--- src/rtl/pb_entry_pkg.sv ---
// rtl/pb_entry_pkg.sv - key map, FSM state and word-size constants for the pushbutton entry loader
package pb_entry_pkg;

  localparam int NUM_KEYS   = 21;
  localparam int KEY_W      = 5;
  localparam int WORD_BYTES = 4;

  localparam logic [KEY_W-1:0] KEY_BKSP    = 5'd16;
  localparam logic [KEY_W-1:0] KEY_CLR     = 5'd17;
  localparam logic [KEY_W-1:0] KEY_ENTER   = 5'd18;
  localparam logic [KEY_W-1:0] KEY_PTR_RST = 5'd19;
  localparam logic [KEY_W-1:0] KEY_RUN     = 5'd20;

  typedef enum logic {
    IDLE,
    WRITE
  } state_e;

endpackage

--- src/rtl/pb_debounce.sv ---
// rtl/pb_debounce.sv - two-flop synchronizer, whole-vector debounce and rising-edge pulses
module pb_debounce #(
  parameter int WIDTH           = 21,
  parameter int DEBOUNCE_CYCLES = 120000
) (
  input  logic             clk,
  input  logic             nrst,
  input  logic [WIDTH-1:0] pb_raw,
  output logic [WIDTH-1:0] stable,
  output logic [WIDTH-1:0] rise
);

  localparam int CW = (DEBOUNCE_CYCLES > 1) ? $clog2(DEBOUNCE_CYCLES) : 1;
  localparam logic [CW-1:0] CNT_MAX = CW'(DEBOUNCE_CYCLES - 1);

  logic [WIDTH-1:0] sync1_q, sync2_q, prev_q;
  logic [WIDTH-1:0] stable_q, stable_d, stable_dly_q;
  logic [CW-1:0]    cnt_q, cnt_d;

  // Any change anywhere in the vector restarts the settle window for all bits.
  always_comb begin
    cnt_d    = cnt_q;
    stable_d = stable_q;
    if (sync2_q != prev_q) begin
      cnt_d = '0;
    end else if (cnt_q != CNT_MAX) begin
      cnt_d = cnt_q + CW'(1);
    end
    if ((sync2_q == prev_q) && (cnt_d == CNT_MAX)) begin
      stable_d = sync2_q;
    end
  end

  always_ff @(posedge clk or negedge nrst) begin
    if (!nrst) begin
      sync1_q      <= '0;
      sync2_q      <= '0;
      prev_q       <= '0;
      cnt_q        <= '0;
      stable_q     <= '0;
      stable_dly_q <= '0;
    end else begin
      sync1_q      <= pb_raw;
      sync2_q      <= sync1_q;
      prev_q       <= sync2_q;
      cnt_q        <= cnt_d;
      stable_q     <= stable_d;
      stable_dly_q <= stable_q;
    end
  end

  assign stable = stable_q;
  assign rise   = stable_q & ~stable_dly_q;

endmodule

--- src/rtl/pb_entry_loader.sv ---
// rtl/pb_entry_loader.sv - decodes debounced presses into hex entry and handshaked memory writes
module pb_entry_loader
  import pb_entry_pkg::*;
#(
  parameter int          DEBOUNCE_CYCLES = 120000,
  parameter logic [31:0] BASE_ADDR       = 32'h0000_0000,
  parameter int          MAX_WORDS       = 256
) (
  input  logic        clk,
  input  logic        nrst,
  input  logic [20:0] pb,
  output logic [31:0] entry_value,
  output logic        mem_en,
  output logic [31:0] mem_addr,
  output logic [31:0] mem_wdata,
  input  logic        mem_ack,
  output logic [8:0]  word_count,
  output logic        busy,
  output logic        run_cpu
);

  localparam logic [31:0] LAST_ADDR = BASE_ADDR + 32'((MAX_WORDS - 1) * WORD_BYTES);
  localparam logic [8:0]  COUNT_MAX = 9'(MAX_WORDS);

  logic [NUM_KEYS-1:0] stable, rise;
  logic                key_valid;
  logic [KEY_W-1:0]    key_idx;

  state_e      state_q, state_d;
  logic [31:0] entry_value_q, entry_value_d;
  logic        mem_en_q, mem_en_d;
  logic [31:0] mem_addr_q, mem_addr_d;
  logic [31:0] mem_wdata_q, mem_wdata_d;
  logic [8:0]  word_count_q, word_count_d;
  logic        busy_q, busy_d;
  logic        run_cpu_q, run_cpu_d;

  pb_debounce #(
    .WIDTH          (NUM_KEYS),
    .DEBOUNCE_CYCLES(DEBOUNCE_CYCLES)
  ) u_debounce (
    .clk   (clk),
    .nrst  (nrst),
    .pb_raw(pb),
    .stable(stable),
    .rise  (rise)
  );

  // Ascending scan so the highest simultaneous rising key overrides the rest.
  always_comb begin
    key_valid = 1'b0;
    key_idx   = '0;
    for (int i = 0; i < NUM_KEYS; i++) begin
      if (rise[i]) begin
        key_valid = 1'b1;
        key_idx   = KEY_W'(i);
      end
    end
  end

  always_comb begin
    state_d       = state_q;
    entry_value_d = entry_value_q;
    mem_en_d      = mem_en_q;
    mem_addr_d    = mem_addr_q;
    mem_wdata_d   = mem_wdata_q;
    word_count_d  = word_count_q;
    busy_d        = busy_q;
    run_cpu_d     = 1'b0;
    case (state_q)
      IDLE: begin
        if (key_valid) begin
          if (key_idx < KEY_BKSP) begin
            entry_value_d = {entry_value_q[27:0], key_idx[3:0]};
          end else begin
            case (key_idx)
              KEY_BKSP:    entry_value_d = entry_value_q >> 4;
              KEY_CLR:     entry_value_d = '0;
              KEY_ENTER: begin
                mem_wdata_d = entry_value_q;
                mem_en_d    = 1'b1;
                busy_d      = 1'b1;
                state_d     = WRITE;
              end
              KEY_PTR_RST: begin
                mem_addr_d   = BASE_ADDR;
                word_count_d = '0;
              end
              KEY_RUN:     run_cpu_d = 1'b1;
              default:     ;
            endcase
          end
        end
      end
      WRITE: begin
        // Presses seen here are dropped; only the ack moves the FSM on.
        if (mem_ack) begin
          mem_en_d      = 1'b0;
          busy_d        = 1'b0;
          entry_value_d = '0;
          state_d       = IDLE;
          if (word_count_q != COUNT_MAX) word_count_d = word_count_q + 9'd1;
          mem_addr_d = (mem_addr_q == LAST_ADDR) ? BASE_ADDR
                                                 : mem_addr_q + 32'(WORD_BYTES);
        end
      end
      default: state_d = IDLE;
    endcase
  end

  always_ff @(posedge clk or negedge nrst) begin
    if (!nrst) begin
      state_q       <= IDLE;
      entry_value_q <= '0;
      mem_en_q      <= 1'b0;
      mem_addr_q    <= BASE_ADDR;
      mem_wdata_q   <= '0;
      word_count_q  <= '0;
      busy_q        <= 1'b0;
      run_cpu_q     <= 1'b0;
    end else begin
      state_q       <= state_d;
      entry_value_q <= entry_value_d;
      mem_en_q      <= mem_en_d;
      mem_addr_q    <= mem_addr_d;
      mem_wdata_q   <= mem_wdata_d;
      word_count_q  <= word_count_d;
      busy_q        <= busy_d;
      run_cpu_q     <= run_cpu_d;
    end
  end

  assign entry_value = entry_value_q;
  assign mem_en      = mem_en_q;
  assign mem_addr    = mem_addr_q;
  assign mem_wdata   = mem_wdata_q;
  assign word_count  = word_count_q;
  assign busy        = busy_q;
  assign run_cpu     = run_cpu_q;

endmodule

--- config.mk ---
export PLATFORM = sky130hd
export DESIGN_NAME = pb_entry_loader
export DESIGN_NICKNAME = d
export VERILOG_FILES = /design/src/rtl/pb_entry_pkg.sv /design/src/rtl/pb_debounce.sv /design/src/rtl/pb_entry_loader.sv
export SDC_FILE = /design/constraint.sdc
export NUM_CORES = 1
export LEC_CHECK = 0
export ABC_AREA = 1
export CORE_UTILIZATION = 55
export CTS_BUF_LIST = sky130_fd_sc_hd__clkbuf_4 sky130_fd_sc_hd__clkbuf_8
export DETAILED_ROUTE_END_ITERATION = 7
export DONT_BUFFER_PORTS = 1
export HOLD_SLACK_MARGIN = 0.03
export PLACE_DENSITY = 0.68
export RECOVER_POWER = 100
export SYNTH_ARGS = -nofsm -noshare
export SYNTH_HDL_FRONTEND = slang
export SYNTH_SLANG_ARGS = --single-unit
--- constraint.sdc ---
create_clock -name clk -period 3.19 [get_ports clk]
set_input_delay 0.4785 -clock clk [delete_from_list [all_inputs] [get_ports clk]]
set_output_delay 0.4785 -clock clk [all_outputs]
set_load 0.03 [all_outputs]
==> results of run 1 <==
[critical path: cells and delay by family, from the launching register on]
family                 cells  cell delay [ns]
AND/OR/NAND/NOR           15             1.83
buffers and inverters      2             0.49
flip-flops                 1             0.34
[area by class of cell]
class                   count  area, µm²
fillers                  1489       6450
flip-flops and latches    228       5705
multi-input cells         690       3561
clock buffers              60      732.0
inverters                 120      450.4
repair buffers             35      314.1
well taps                 225      281.5
clock inverters             3      42.54
[sequential cells by signal, summed over array words and instances, names as in the netlist]
name,cells
u_debounce.stable_dly_q,21
u_debounce.sync1_q,21
u_debounce.cnt_q,17
run_cpu,1
mem_wdata,32
u_debounce.sync2_q,21
state_q,1
u_debounce.prev_q,21
busy,1
mem_addr,30
entry_value,32
u_debounce.stable,21
word_count,9
[cell usage after synthesis, drive strengths merged (5+ instances only)]
cell type  count  area, µm²
dfrtp        228       5705
nor4          13      102.6
xor2          19      166.4
nor3          44      279.0
clkbuf        11      41.29
xnor2         16      140.1
mux2           7      82.57
o21ai         54      270.3
a31oi          6      37.54
nand4         18      118.9
a21oi         77      404.2
nor2         124      510.5
inv          117      439.2
and3           5      36.28
buf           23      150.2
nand3         59      330.3
nand2        219      922.1
[cells by family after synthesis]
group / share of synthesized area
other: 0.0003756
and+or+nand+nor: 0.2355
buffers and inverters: 0.06429
adders and majority gates: 0.005013
muxes: 0.008271
DFF: 0.5715
xor gates and xnor gates: 0.03071
AOI/OAI and AO/OA: 0.08435
[worst paths after layout]
path	to	slack (ns)	cells past startpoint
min	u_debounce.sync1_q[1]$_DFF_PN0_	-0.35	0
max reg2reg	mem_addr[29]$_DFFE_PN0P_	0.43	17
min in group clk	state_q$_DFF_PN0_	0.16	3
max	mem_addr[29]$_DFFE_PN0P_	0.43	17
min reg2reg	u_debounce.sync2_q[5]$_DFF_PN0_	0.34	0
max in group asynchronous	mem_addr[29]$_DFFE_PN0P_	3.15	0
[metrics by stage]
step / hold slack, ns / instances / total power [W] / cell area [µm²]
finish: -0.3472 / 1361 / 0.006608 / 11090
global route: -0.3821 / 1361 / 0.006890 / 11090
CTS: -0.3813 / 1361 / 0.006695 / 11180
detailed placement: 0.1919 / 1277 / 0.004034 / 10200
global placement: 0.1889 / 1277 / 0.004019 / 10200
floorplan: 0.1829 / 1072 / 0.003890 / 9987
[cell usage in the layout, fill, tap and decap left out, types with 17 or more instances in the layout]
cell,netlist,routed
dfrtp_1,228,228
nand2_1,187,204
nor2_1,114,117
inv_1,101,106
a21oi_1,74,75
nand3_1,52,54
o21ai_0,50,50
clkbuf_8,0,45
nor3_1,36,38
dlygate4sd3_1,0,21
xor2_1,19,19
nand4_1,17,17
[power by group through the flow]
| stage | combinational (W) | sequential, W | clock [W] |
|---|---|---|---|
| global route | 0.000390 | 0.00370 | 0.00280 |
| global placement | 0.000305 | 0.00371 | 0 |
| floorplan | 0.000253 | 0.00364 | 0 |
| detailed placement | 0.000315 | 0.00372 | 0 |
| finish | 0.000334 | 0.00367 | 0.00261 |
| CTS | 0.000338 | 0.00367 | 0.00269 |
[layer usage]
| metal | track usage | wire length, µm | up-vias |
|---|---|---|---|
| li1 | - | - | 3572 |
| met4 | 0.06852 | 393 | 0 |
| met2 | 0.3525 | 9258 | 207 |
| met1 | 0.3243 | 10000 | 3404 |
| met5 | 0 | 0 | - |
| met3 | 0.05889 | 1358 | 38 |
==> out/qor.log, run 1 <==
INFO  setup_path     kind_of_end_point_of_the_critical_path=register
INFO  power_and_ir_drop power.switching_fraction=0.2801
INFO  setup_path     cp.required=3.60ns
INFO  placed_design  detailedPlace.worstSlack=0.5517ns
INFO  synth          synth_flop_cell=dfrtp_1
INFO  power_and_ir_drop power.leakage=5.273nW
INFO  power_and_ir_drop seqPwrFrac=0.555
INFO  clock_tree     cts.hold.buffers_added=21
INFO  sta            final.min_clock_period=2.761ns
INFO  floorplanning  core-area=17540µm²
INFO  setup_path     worst_setup_path_start_kind=register
INFO  clock_tree     clockRootBuffer=clkbuf_8
INFO  drt            route.antenna.remaining_nets=0
INFO  finish         insertedDiodeCount=0
INFO  global_route   global_route.overflow_total=0
INFO  power_and_ir_drop power.density_cell_area=596.0nW/µm²
INFO  sta            relSlewSlack=0.4661
INFO  placed_design  dp_hpwl=13930µm
INFO  setup_path     crit_chain=clkbuf_1, nand3_2, nor3_4, nand4_2, nor2_2, nand2_1, clkinv_1, nand3_2, nor3_2, and3_4, nand2_4, nor2_4, nand2_2, nor2_1, nand2_1, nand2_1, nor2_1
INFO  power_and_ir_drop vdd.ir_drop.worst=0.4029mV
INFO  floorplanning  die_h=136.7µm
INFO  sta            tightestPinTransition=0.8000ns
INFO  drt            route.detailed.drc=0
INFO  sta            finalCritPeriodShare=0.8656
INFO  power_and_ir_drop power.net_switching=0.001851W
INFO  drt            routed_wirelength=21010µm
INFO  setup_path     critPathMostFrequentCell=nand2_1
INFO  clock_tree     clkLatencyLatePin=0.52ns
INFO  placed_design  placement.io_buffers=0
INFO  global_route   pin_count_of_the_biggest_net_entering_global_routing=229
INFO  drt            detailedRoute.firstIterationViolations=420
INFO  clock_tree     cts.reportedPaths.clkPinSlew=0.06ns
INFO  floorplanning  number_of_top_level_pins=132
INFO  synth          netlist-cell-type-count=54
INFO  sta            setup_viol_count_final=0
INFO  synth          synth_seq_cells=228
INFO  worst_hold_path min_path_type=in2async
INFO  finish         fin_nets=1141
INFO  drt            wire_per_inst=15.44µm
INFO  synth          synth-async-reset-ratio=1.000
INFO  floorplanning  floorplan.initialDensity=0.5693
INFO  clock_tree     postCtsSetupBuffers=0
INFO  clock_tree     cts-buffers-inserted=38
INFO  global_route   grt_util_all_layers=0.2307
INFO  clock_tree     cts_tree=done
INFO  setup_path     worst_ep_arrival_time=3.17ns
INFO  sta            timing_max_transition_violations_final=0
INFO  sta            rsz0062_at_grt=false
INFO  floorplanning  floorplan.die.width=136.7µm
INFO  power_and_ir_drop power.internal=0.004757W
INFO  drt            drt_pass1_iterations=5
INFO  sta            fin_setup_tns=0ns
INFO  clock_tree     cts.repair.resized=0
INFO  finish         syn2layout_area_growth=11.05%
INFO  power_and_ir_drop comb_power_share=0.051
INFO  setup_path     critical-path-slowest-cell=clkbuf_1
INFO  setup_path     crit_path_max_fanout=4
INFO  finish         layout.core_utilization=0.6322
INFO  drt            avgViaCountPerCell=5.306
INFO  sta            smallest_setup_slack_after_layout=0.4287ns
INFO  outcome        failed_checks=hold timing
INFO  setup_path     worst_path_largest_cell_delay=0.41ns
INFO  floorplanning  row_count=48
INFO  synth          share_of_the_yosys_chip_area_belonging_to_registers=0.5715
INFO  clock_tree     cts.sink_count=228
INFO  floorplanning  die_area=18690µm²
INFO  outcome        status=complete, but fails checks
INFO  clock_tree     cts_max_path_buffers=3
INFO  job            drv.max_cap_violation_count=0
INFO  setup_path     timing.rr.start=mem_addr[2]$_DFFE_PN0P_
INFO  synth          post_synthesis_area_per_instance=9.321µm²
INFO  placed_design  gpl.final_weighted_congestion=0.9152
INFO  synth          synth_enable_flop_cells=0
INFO  setup_path     worstSetupPathType=reg2reg
INFO  global_route   vias_in_the_first_global_route=6880
INFO  setup_path     startpoint=mem_addr[2]$_DFFE_PN0P_
INFO  synth          yosys_warnings=0
INFO  sta            fin_skew=0.02526ns
INFO  clock_tree     cts-htree-levels=2
INFO  power_and_ir_drop share_clk_of_total_power=0.394
INFO  synth          synthCells=1071
INFO  finish         share_of_final_layout_standard_cells_stronger_than_drive_strength_1=0.1109
INFO  drt            routed-via-count=7221
INFO  sta            fmax=362.2MHz
INFO  sta            hold_ws=-0.3472ns
INFO  sta            finalHoldViolCount=228
INFO  global_route   initial_antenna_violation_count=0
INFO  global_route   grt_first_pass_wirelength=33990µm
INFO  synth          cell_area_after_synthesis=9983µm²
Note: power is estimated with default switching activity, not from simulation.
==> inputs of run 2 (changes only) <==
--- a/config.mk
+++ b/config.mk
@@ -6,12 +6,14 @@
 export NUM_CORES = 1
 export LEC_CHECK = 0
 export ABC_AREA = 1
-export CORE_UTILIZATION = 55
+export CELL_PAD_IN_SITES_DETAIL_PLACEMENT = 0
+export CELL_PAD_IN_SITES_GLOBAL_PLACEMENT = 1
+export CORE_UTILIZATION = 40
 export CTS_BUF_LIST = sky130_fd_sc_hd__clkbuf_4 sky130_fd_sc_hd__clkbuf_8
 export DETAILED_ROUTE_END_ITERATION = 7
 export DONT_BUFFER_PORTS = 1
 export HOLD_SLACK_MARGIN = 0.03
-export PLACE_DENSITY = 0.68
+export PLACE_DENSITY = 0.65
 export RECOVER_POWER = 100
 export SYNTH_ARGS = -nofsm -noshare
 export SYNTH_HDL_FRONTEND = slang
==> run 2 against run 1 <==
Net effect:
- the flow still finishes with violations (hold timing)
- sequential power barely moved
- global-route usage fell by 4.7 points
- register-to-register slack got worse by 0.09 ns
- flip-flop and latch count did not move
- sequential share of layout area fell by 1.2 points
- critical endpoint is now mem_wdata[1]$_DFFE_PN0P_
- clock power rose by 12%
- critical path type unchanged
- wire length rose by 7.6%
- non-clock buffer count rose by 2
- combinational power fell by 1%
- clock skew fell by 0.0099 ns
- largest power group unchanged
- cell area rose by 2.3%
==> out/qor.log, run 2 (synthesized netlist as in run 1, its figures left out) <==
INFO  floorplanning  floorplan.die.width=160.0µm [+17%]
INFO  sta            fmax=351.1MHz [-3.0%]
INFO  clock_tree     cts.sink_count=228 [unchanged]
INFO  clock_tree     cts.repair.resized=0 [unchanged]
INFO  outcome        failed_checks=hold timing
INFO  drt            route.antenna.remaining_nets=0 [unchanged]
INFO  setup_path     worst_setup_path_start_kind=register
INFO  finish         layout.cells.most_common_list=dfrtp_1 (228), nand2_1 (205), nor2_1 (115)
INFO  clock_tree     clockRootBuffer=clkbuf_8
INFO  sta            hold_ws=-0.3539ns [-0.006702 ns]
INFO  clock_tree     postCtsSetupBuffers=0 [unchanged]
INFO  finish         fillerInstances=2431 [+63%]
INFO  floorplanning  row_count=57 [+19%]
INFO  sta            tightestPinTransition=0.8689ns [+0.06892 ns]
INFO  setup_path     r2r-end=mem_wdata[1]$_DFFE_PN0P_
INFO  finish         final_common_cell=dfrtp_1
INFO  setup_path     startpoint=u_debounce.stable[19]$_DFFE_PN0P_
INFO  global_route   global_route.overflow_total=0 [unchanged]
INFO  global_route   initial_antenna_violation_count=0 [unchanged]
INFO  global_route   pin_count_of_the_biggest_net_entering_global_routing=229 [unchanged]
INFO  finish         share_of_final_layout_standard_cells_stronger_than_drive_strength_1=0.1206 [+0.009714]
INFO  finish         layout.core_utilization=0.4651 [-0.1671]
INFO  floorplanning  floorplan.initialDensity=0.4093 [-0.1600]
INFO  worst_hold_path min_path_type=in2async
INFO  global_route   grt_first_pass_wirelength=38140µm [+12%]
INFO  placed_design  gpl.final_weighted_congestion=0.8027 [-12%]
INFO  job            drv.max_cap_violation_count=0 [unchanged]
INFO  setup_path     cp.required=3.61ns [about the same]
INFO  setup_path     critical_path.endpoint=mem_wdata[1]$_DFFE_PN0P_
INFO  sta            setup_viol_count_final=0 [unchanged]
INFO  setup_path     timing.rr.start=u_debounce.stable[19]$_DFFE_PN0P_
INFO  outcome        status=complete, but fails checks
INFO  sta            fin_setup_tns=0ns [unchanged]
INFO  placed_design  dp_hpwl=15110µm [+8.5%]
INFO  sta            finalCritPeriodShare=0.8928 [+0.02721]
INFO  placed_design  placement.io_buffers=0 [unchanged]
INFO  sta            rsz0062_at_grt=false
INFO  global_route   vias_in_the_first_global_route=7200 [+4.7%]
INFO  drt            drt_pass1_iterations=4 [-1]
INFO  finish         multiInputGateArea=3580µm² [+0.53%]
INFO  setup_path     worstSetupPathType=reg2reg
INFO  setup_path     depth_of_the_most_critical_reg_to_reg_path=15 [-2]
INFO  power_and_ir_drop power.density_cell_area=609.9nW/µm² [+2.3%]
INFO  drt            routed-via-count=7175 [-0.64%]
INFO  floorplanning  core-area=24390µm² [+39%]
INFO  power_and_ir_drop vdd.ir_drop.worst=0.3011mV [-25%]
INFO  clock_tree     cts-buffers-inserted=40 [+5.3%]
INFO  drt            route.detailed.drc=0 [unchanged]
INFO  floorplanning  die_area=25590µm² [+37%]
INFO  sta            fin_skew=0.01537ns [-0.009891 ns]
INFO  drt            avgViaCountPerCell=4.888 [-7.9%]
INFO  clock_tree     cts_max_path_buffers=3 [unchanged]
INFO  finish         syn2layout_area_growth=13.64%
INFO  sta            relSlewSlack=0.4201 [-0.04600]
INFO  drt            routed_wirelength=22600µm [+7.6%]
INFO  setup_path     worst_ep_arrival_time=3.27ns [+0.10 ns]
INFO  clock_tree     cts_tree=done
INFO  drt            wire_per_inst=15.40µm [-0.28%]
INFO  sta            finalHoldViolCount=228 [unchanged]
INFO  setup_path     timing.reg2reg.setup_slack=0.34ns [-0.09 ns]
INFO  floorplanning  number_of_top_level_pins=132 [unchanged]
INFO  setup_path     crit_path_max_fanout=14 [+10]
INFO  power_and_ir_drop power.leakage=5.301nW [+0.53%]
INFO  drt            detailedRoute.firstIterationViolations=444 [+5.7%]
INFO  clock_tree     cts.reportedPaths.clkPinSlew=0.06ns [about the same]
INFO  clock_tree     cts.hold.buffers_added=21 [unchanged]
INFO  clock_tree     cts-htree-levels=2 [unchanged]
INFO  clock_tree     clkLatencyLatePin=0.54ns [+0.02 ns]
INFO  finish         ff_latch_area=5705µm² [unchanged]
INFO  sta            timing_max_transition_violations_final=0 [unchanged]
INFO  setup_path     kind_of_end_point_of_the_critical_path=register
INFO  finish         insertedDiodeCount=0 [unchanged]
INFO  floorplanning  die_h=160.0µm [+17%]
INFO  global_route   grt_util_all_layers=0.1839 [-0.04681]
INFO  finish         fin_nets=1145 [+0.35%]
INFO  sta            final.min_clock_period=2.848ns [+0.08680 ns]
==> run 2: how the worst min path moves through the flow <==
stage	slack, ns	cells past startpoint	from	end
after floorplan	0.18	0	nrst	busy$_DFFE_PN0P_
after global placement	0.19	0	nrst	u_debounce.sync2_q[0]$_DFF_PN0_
after detailed placement	0.20	0	nrst	u_debounce.sync1_q[0]$_DFF_PN0_
after CTS	-0.39	0	nrst	u_debounce.cnt_q[10]$_DFF_PN0_
after global routing	-0.39	0	nrst	u_debounce.sync2_q[0]$_DFF_PN0_
final	-0.35	0	nrst	u_debounce.prev_q[0]$_DFF_PN0_
==> run 2: power breakdown <==
| group | switching (W) | internal (W) | leakage, nW |
|---|---|---|---|
| Clock | 0.00119 | 0.00173 | 0.455 |
| Sequential | 0.000581 | 0.00309 | 2.93 |
| Combinational | 0.000188 | 0.000141 | 1.91 |
==> run 2: final cells by class <==
cell class,count,share of cell area
flip-flops and latches,228,0.5029
multi-input cells,690,0.3155
clock buffers,57,0.06474
inverters,120,0.03970
well taps,324,0.03573
repair buffers,37,0.02879
clock inverters,12,0.01257
==> run 2: metal layers <==
layer	part of all wire	track usage	vias up
met5	0	0	-
met4	0.018	0.05844	0
met3	0.062	0.04753	40
met2	0.45	0.2874	163
met1	0.47	0.2500	3399
li1	-	-	3573
==> run 2: critical path, cell delays in order, from the launching register on <==
cell and delay, ns:
dfrtp_1 0.39, inv_1 0.06, nor2_1 0.05, clkinv_1 0.06, nand2_1 0.07, nor2_1 0.12
inv_2 0.04, nor2_1 0.39, inv_2 0.12, nor2_2 0.14, nand4_1 0.10, nand2_1 0.16
a21oi_1 0.08, nand2_1 0.38, buf_4 0.27, mux2_1 0.33
==> run 2: metrics by stage <==
stage,std cells,hold WS [ns],total power [W],area [µm²],setup slack [ns]
finish,1468,-0.3539,0.006919,11340,0.3419
global placement,1378,0.1940,0.004037,10350,0.3534
CTS,1468,-0.3880,0.007027,11440,0.3170
global route,1468,-0.3920,0.007243,11340,0.07225
floorplan,1072,0.1829,0.003890,9987,0.7457
detailed placement,1378,0.1953,0.004045,10350,0.3503
